## config.mk

```make
export PLATFORM = sky130hd
export DESIGN_NAME = aha_sram_arbiter
export DESIGN_NICKNAME = d
export VERILOG_FILES = /design/src/rtl/aha_sram_arbiter.sv
export SDC_FILE = /design/constraint.sdc
export NUM_CORES = 1
export LEC_CHECK = 0
export CAP_MARGIN = 15
export CELL_PAD_IN_SITES_DETAIL_PLACEMENT = 1
export CELL_PAD_IN_SITES_GLOBAL_PLACEMENT = 1
export CORE_MARGIN = 4
export CORE_UTILIZATION = 24
export CTS_BUF_LIST = sky130_fd_sc_hd__clkbuf_2
export CTS_CLUSTER_DIAMETER = 30
export DETAILED_ROUTE_END_ITERATION = 8
export MAX_ROUTING_LAYER = met4
export PLACE_DENSITY_LB_ADDON = 0.1
export SLEW_MARGIN = 30
export SYNTH_ARGS = -nofsm -noshare
export SYNTH_HDL_FRONTEND = slang
export SYNTH_SLANG_ARGS = --single-unit
```

## constraint.sdc

```tcl
create_clock -name CLK -period 1.3 [get_ports CLK]
set_input_delay 0.195 -clock CLK [delete_from_list [all_inputs] [get_ports CLK]]
set_output_delay 0.195 -clock CLK [all_outputs]
set_load 0.02 [all_outputs]
```

## src/rtl/aha_sram_arbiter.sv

```systemverilog
// aha_sram_arbiter: post-reset zero-fill sequencer plus round-robin
// two-port arbiter in front of a 4K x 64 byte-writable SRAM.
module aha_sram_arbiter #(
   parameter bit INIT_ZERO = 1'b1,
   parameter int INIT_LAST = 4095
) (
   input  logic        CLK,
   input  logic        RESETn,
   input  logic        REQ0_VALID,
   output logic        REQ0_READY,
   input  logic        REQ0_WRITE,
   input  logic [11:0] REQ0_ADDR,
   input  logic [63:0] REQ0_WDATA,
   input  logic [7:0]  REQ0_WSTRB,
   input  logic        REQ1_VALID,
   output logic        REQ1_READY,
   input  logic        REQ1_WRITE,
   input  logic [11:0] REQ1_ADDR,
   input  logic [63:0] REQ1_WDATA,
   input  logic [7:0]  REQ1_WSTRB,
   output logic        RSP0_VALID,
   output logic [63:0] RSP0_RDATA,
   output logic        RSP1_VALID,
   output logic [63:0] RSP1_RDATA,
   output logic        INIT_DONE,
   output logic        SRAM_CEn,
   output logic [7:0]  SRAM_WEn,
   output logic [11:0] SRAM_A,
   output logic [63:0] SRAM_D,
   input  logic [63:0] SRAM_Q
);

   typedef enum logic [1:0] {
      INIT_WAIT,
      INIT_FILL,
      RUN
   } state_t;

   localparam logic [11:0] FILL_LAST = 12'(INIT_LAST);

   state_t      state;
   state_t      state_nx;
   logic [11:0] fill_cnt;
   logic [11:0] fill_cnt_nx;
   logic        init_done;
   logic        last;
   logic        grant0;
   logic        grant1;
   logic        hs0;
   logic        hs1;
   logic        hs;
   logic        hs_write;
   logic [11:0] hs_addr;
   logic [63:0] hs_wdata;
   logic [7:0]  hs_wstrb;
   logic        fill_act;
   logic        rd_v;
   logic        rd_port;
   logic        rsp0_v;
   logic        rsp1_v;
   logic [63:0] rdata0;
   logic [63:0] rdata1;

   always_comb begin
      state_nx    = state;
      fill_cnt_nx = fill_cnt;
      unique case (state)
         INIT_WAIT: state_nx = INIT_ZERO ? INIT_FILL : RUN;
         INIT_FILL: begin
            fill_cnt_nx = fill_cnt + 12'd1;
            if (fill_cnt == FILL_LAST)
               state_nx = RUN;
         end
         RUN:       state_nx = RUN;
         default:   state_nx = INIT_WAIT;
      endcase
   end

   // Tie goes to the port that did not win the previous handshake.
   always_comb begin
      grant0 = 1'b0;
      grant1 = 1'b0;
      unique case ({REQ1_VALID, REQ0_VALID})
         2'b01:   grant0 = 1'b1;
         2'b10:   grant1 = 1'b1;
         2'b11: begin
            grant0 = last;
            grant1 = ~last;
         end
         default: ;
      endcase
   end

   // init_done is only set in RUN, so it doubles as the accept gate.
   assign hs0      = init_done & grant0;
   assign hs1      = init_done & grant1;
   assign hs       = hs0 | hs1;
   assign hs_write = hs1 ? REQ1_WRITE : REQ0_WRITE;
   assign hs_addr  = hs1 ? REQ1_ADDR  : REQ0_ADDR;
   assign hs_wdata = hs1 ? REQ1_WDATA : REQ0_WDATA;
   assign hs_wstrb = hs1 ? REQ1_WSTRB : REQ0_WSTRB;
   assign fill_act = (state == INIT_FILL);

   assign REQ0_READY = hs0;
   assign REQ1_READY = hs1;

   always_comb begin
      SRAM_CEn = 1'b1;
      SRAM_WEn = 8'hFF;
      SRAM_A   = '0;
      SRAM_D   = '0;
      unique case (1'b1)
         fill_act: begin
            SRAM_CEn = 1'b0;
            SRAM_WEn = 8'h00;
            SRAM_A   = fill_cnt;
         end
         hs: begin
            SRAM_CEn = 1'b0;
            SRAM_A   = hs_addr;
            if (hs_write) begin
               SRAM_WEn = ~hs_wstrb;
               SRAM_D   = hs_wdata;
            end
         end
         default: ;
      endcase
   end

   always_ff @(posedge CLK or negedge RESETn) begin
      if (!RESETn) begin
         state     <= INIT_WAIT;
         fill_cnt  <= '0;
         init_done <= 1'b0;
         last      <= 1'b1;
      end else begin
         state     <= state_nx;
         fill_cnt  <= fill_cnt_nx;
         init_done <= (state == RUN);
         if (hs)
            last <= hs1;
      end
   end

   // Stage 1 tags the access, stage 2 catches SRAM_Q one cycle later.
   always_ff @(posedge CLK or negedge RESETn) begin
      if (!RESETn) begin
         rd_v    <= 1'b0;
         rd_port <= 1'b0;
         rsp0_v  <= 1'b0;
         rsp1_v  <= 1'b0;
         rdata0  <= '0;
         rdata1  <= '0;
      end else begin
         rd_v    <= hs & ~hs_write;
         rd_port <= hs1;
         rsp0_v  <= rd_v & ~rd_port;
         rsp1_v  <= rd_v & rd_port;
         if (rd_v & ~rd_port)
            rdata0 <= SRAM_Q;
         if (rd_v & rd_port)
            rdata1 <= SRAM_Q;
      end
   end

   assign RSP0_VALID = rsp0_v;
   assign RSP1_VALID = rsp1_v;
   assign RSP0_RDATA = rdata0;
   assign RSP1_RDATA = rdata1;
   assign INIT_DONE  = init_done;

endmodule

```

==> metrics <==
Initial Utilization 24.4%; most frequent cell after synthesis nand2_1; Ports 456; Combinational Power Share 18.2%; worst slew pin tran 428 ps; GRT Total Usage 20.9%; ratio of final minimum period to clock period 199%; CP endpoint kind output pin; DRT Pass-1 Iters 4; pin count of the biggest net entering global routing 47; commonest cells in the netlist nand2_1, dfrtp_1, mux2_2; sequential share of power 51.6%; RSZ-0062 raised after global routing true; sequential fraction of the synthesis area 52.8%; core footprint 28800 sq um; CP Data Required Time 1110 ps; Post-DRT Antenna Nets 0; fin nets 1492; setup ws final -1290 ps; Clock power frac 30.1%; P_sw 2.70 mW; fraction of layout cells with a size suffix above 1 56.6%; setup slack at placement -1200 ps; worst r2r src state[1]; IO Port Bufs 455; Synth top area share 52.4%; violated checks negative setup slack; area growth from synthesis to layout 132%; worst hold path depth 2; Die H 179 um; area leader, netlist dfrtp_1; Period minus WS final 2590 ps; Synth area leaders dfrtp_1, mux2_2, mux2_1; crit-path max FO 5; Async SR Flop Fraction 100%; drt drc 0; Reg-to-Reg End fill_cnt[9]; Cell variety after synth 35; Worst EP arrival 2400 ps; worst reg2reg path depth 10; Root Driver clkbuf_2; mean post-synth cell area 11.2 sq um; r2r setup slk -530 ps; synth warn 0; initial antenna violation count 8; CTS tree yes; Synth Cell Area 7020 sq um; post-DP HPWL 25600 um; ys flop type dfrtp_1; Max Freq 386 MHz; WL per Instance 22.3 um; first-pass GRT wire length 49000 um; Synth Register Bits 148; critical path startpoint category register; Setup violations, final 339; setup_tns -142960 ps; PD cells 570 nW/um^2; VDD IR max 0.517 mV; Remaining Overflow, GRT 0; clk_lat worst skew 740 ps; Post-synth EDFFs 0; kind of critical path reg2out; Synth Instances 626; max-cap violations 0; DR iter-0 viols 238; Setup Skew 65.9 ps; final hold violation count 0; final core utilization 56.6%; Detailed Route WL 36900 um; Hold Crit Start SRAM_Q[26]; max-slew violation count 0; Int Pwr 6.59 mW; clock slew seen by the registers of the worst setup and hold paths 280 ps; Final Wtd Congestion 0.799; total CTS buffers 17; die width 179 um; CTS H-tree depth 4; synthesized net count 868; Pleak 7.53 nW; headroom to the max-slew limit 71.5%; Clock Path Buffers 2; switching share of power 29.1%; via count 7399; number of global-route vias before repair 7891; Hold Path Class in2reg; status complete, but fails checks; CTS sink cnt 148; DIE AREA 32100 sq um; Vias/cell 4.47; Rows 62; hold endpoint RSP0_RDATA[26]
[area by class of cell]
class / instances / area, sq um
tap: 384 / 480
fill: 2910 / 12500
multi-input combinational: 434 / 4470
inverter: 4 / 22.5
antenna: 8 / 20.0
timing repair buffer: 645 / 7330
sequential: 148 / 3710
clock buffer: 18 / 90.1
clock inverter: 14 / 159
[cells in the final DEF, fill, tap and decap left out, drive strengths merged, types with 12 or more instances in the layout]
cell / count
a21oi: 65
dfrtp: 147
o21ai: 15
mux2i: 12
clkbuf: 29
buf: 389
clkdlybuf4s50: 236
mux2: 131
nand2: 164
inv: 12
[power by group through the flow]
stage	logic, mW	registers [mW]	clock network [mW]
floorplan	0.182	4.97	0
global placement	1.46	4.84	0
detailed placement	1.47	4.84	0
CTS	1.56	4.79	2.91
global route	1.80	4.81	3.16
finish	1.69	4.79	2.80
[worst max-delay path, stage by stage (launching register included)]
cell	delay (ps)
dfstp_2	640
nand2b_4	140
a32o_2	200
nand2_4	100
buf_6	160
buf_12	140
a21oi_2	130
buf_6	150
[cell families (layout without fill, tap and decap cells)]
group / Yosys count / in the layout / share of synthesized area (%)
buffers and inverters: 45 / 681 / 4.33
adder cells (fa/ha/maj): 4 / 4 / 0.713
multiplexers: 143 / 143 / 22.7
other: 0 / 8 / 0
AND/OR/NAND/NOR: 182 / 183 / 10.4
flip-flops: 148 / 148 / 52.8
AO/OA/AOI/OAI: 93 / 93 / 7.73
XOR/XNOR: 11 / 11 / 1.37
[layer usage]
layer  GRT usage, %  vias to the layer above  wire length [um]
li1               -                     3423                 -
met1           22.8                     3683             14000
met2           36.5                      280             19300
met3           7.87                       13              3250
met4           3.87                        0               384
met5              -                        -                 0
[what timing repair did]
item / CTS / global route
hold buffers: 7 / 3
setup endpoints to repair: 294 / 356
setup buffers: 41 / 50
resized for setup: 1338 / 201
pin swaps: 18 / 33
endpoints found under the hold margin: 153 / 4
gates cloned: 12 / 14
[sequential cells by signal (all words and copies together), names as in the netlist]
register / cells
rd_v: 1
fill_cnt: 12
RSP1_VALID: 1
rd_port: 1
INIT_DONE: 1
RSP1_RDATA: 64
state: 2
last: 1
RSP0_VALID: 1
RSP0_RDATA: 64
[how the worst max path moves through the flow]
stage | end | from | slack (ps)
3_3_place_gp | SRAM_D[14] | REQ0_VALID | -1210
4_1_cts | SRAM_D[27] | last | -1320
3_5_place_dp | SRAM_D[2] | REQ0_VALID | -1200
5_1_grt | SRAM_D[53] | last | -1460
6_report | SRAM_D[53] | last | -1290
2_1_floorplan | SRAM_D[23] | last | -260
[per-stage QoR]
step | total power [mW] | instance area (sq um) | std cells | hold slack (ps)
after global placement | 6.30 | 13100 | 1494 | 96.4
after floorplan | 5.15 | 7580 | 626 | -101
after detailed placement | 6.32 | 13100 | 1494 | 98.9
after global routing | 9.77 | 16300 | 1655 | -21.3
after CTS | 9.26 | 14800 | 1586 | 2.73
final | 9.29 | 16300 | 1655 | 99.6
No activity file was read; power rests on OpenSTA's default activity.
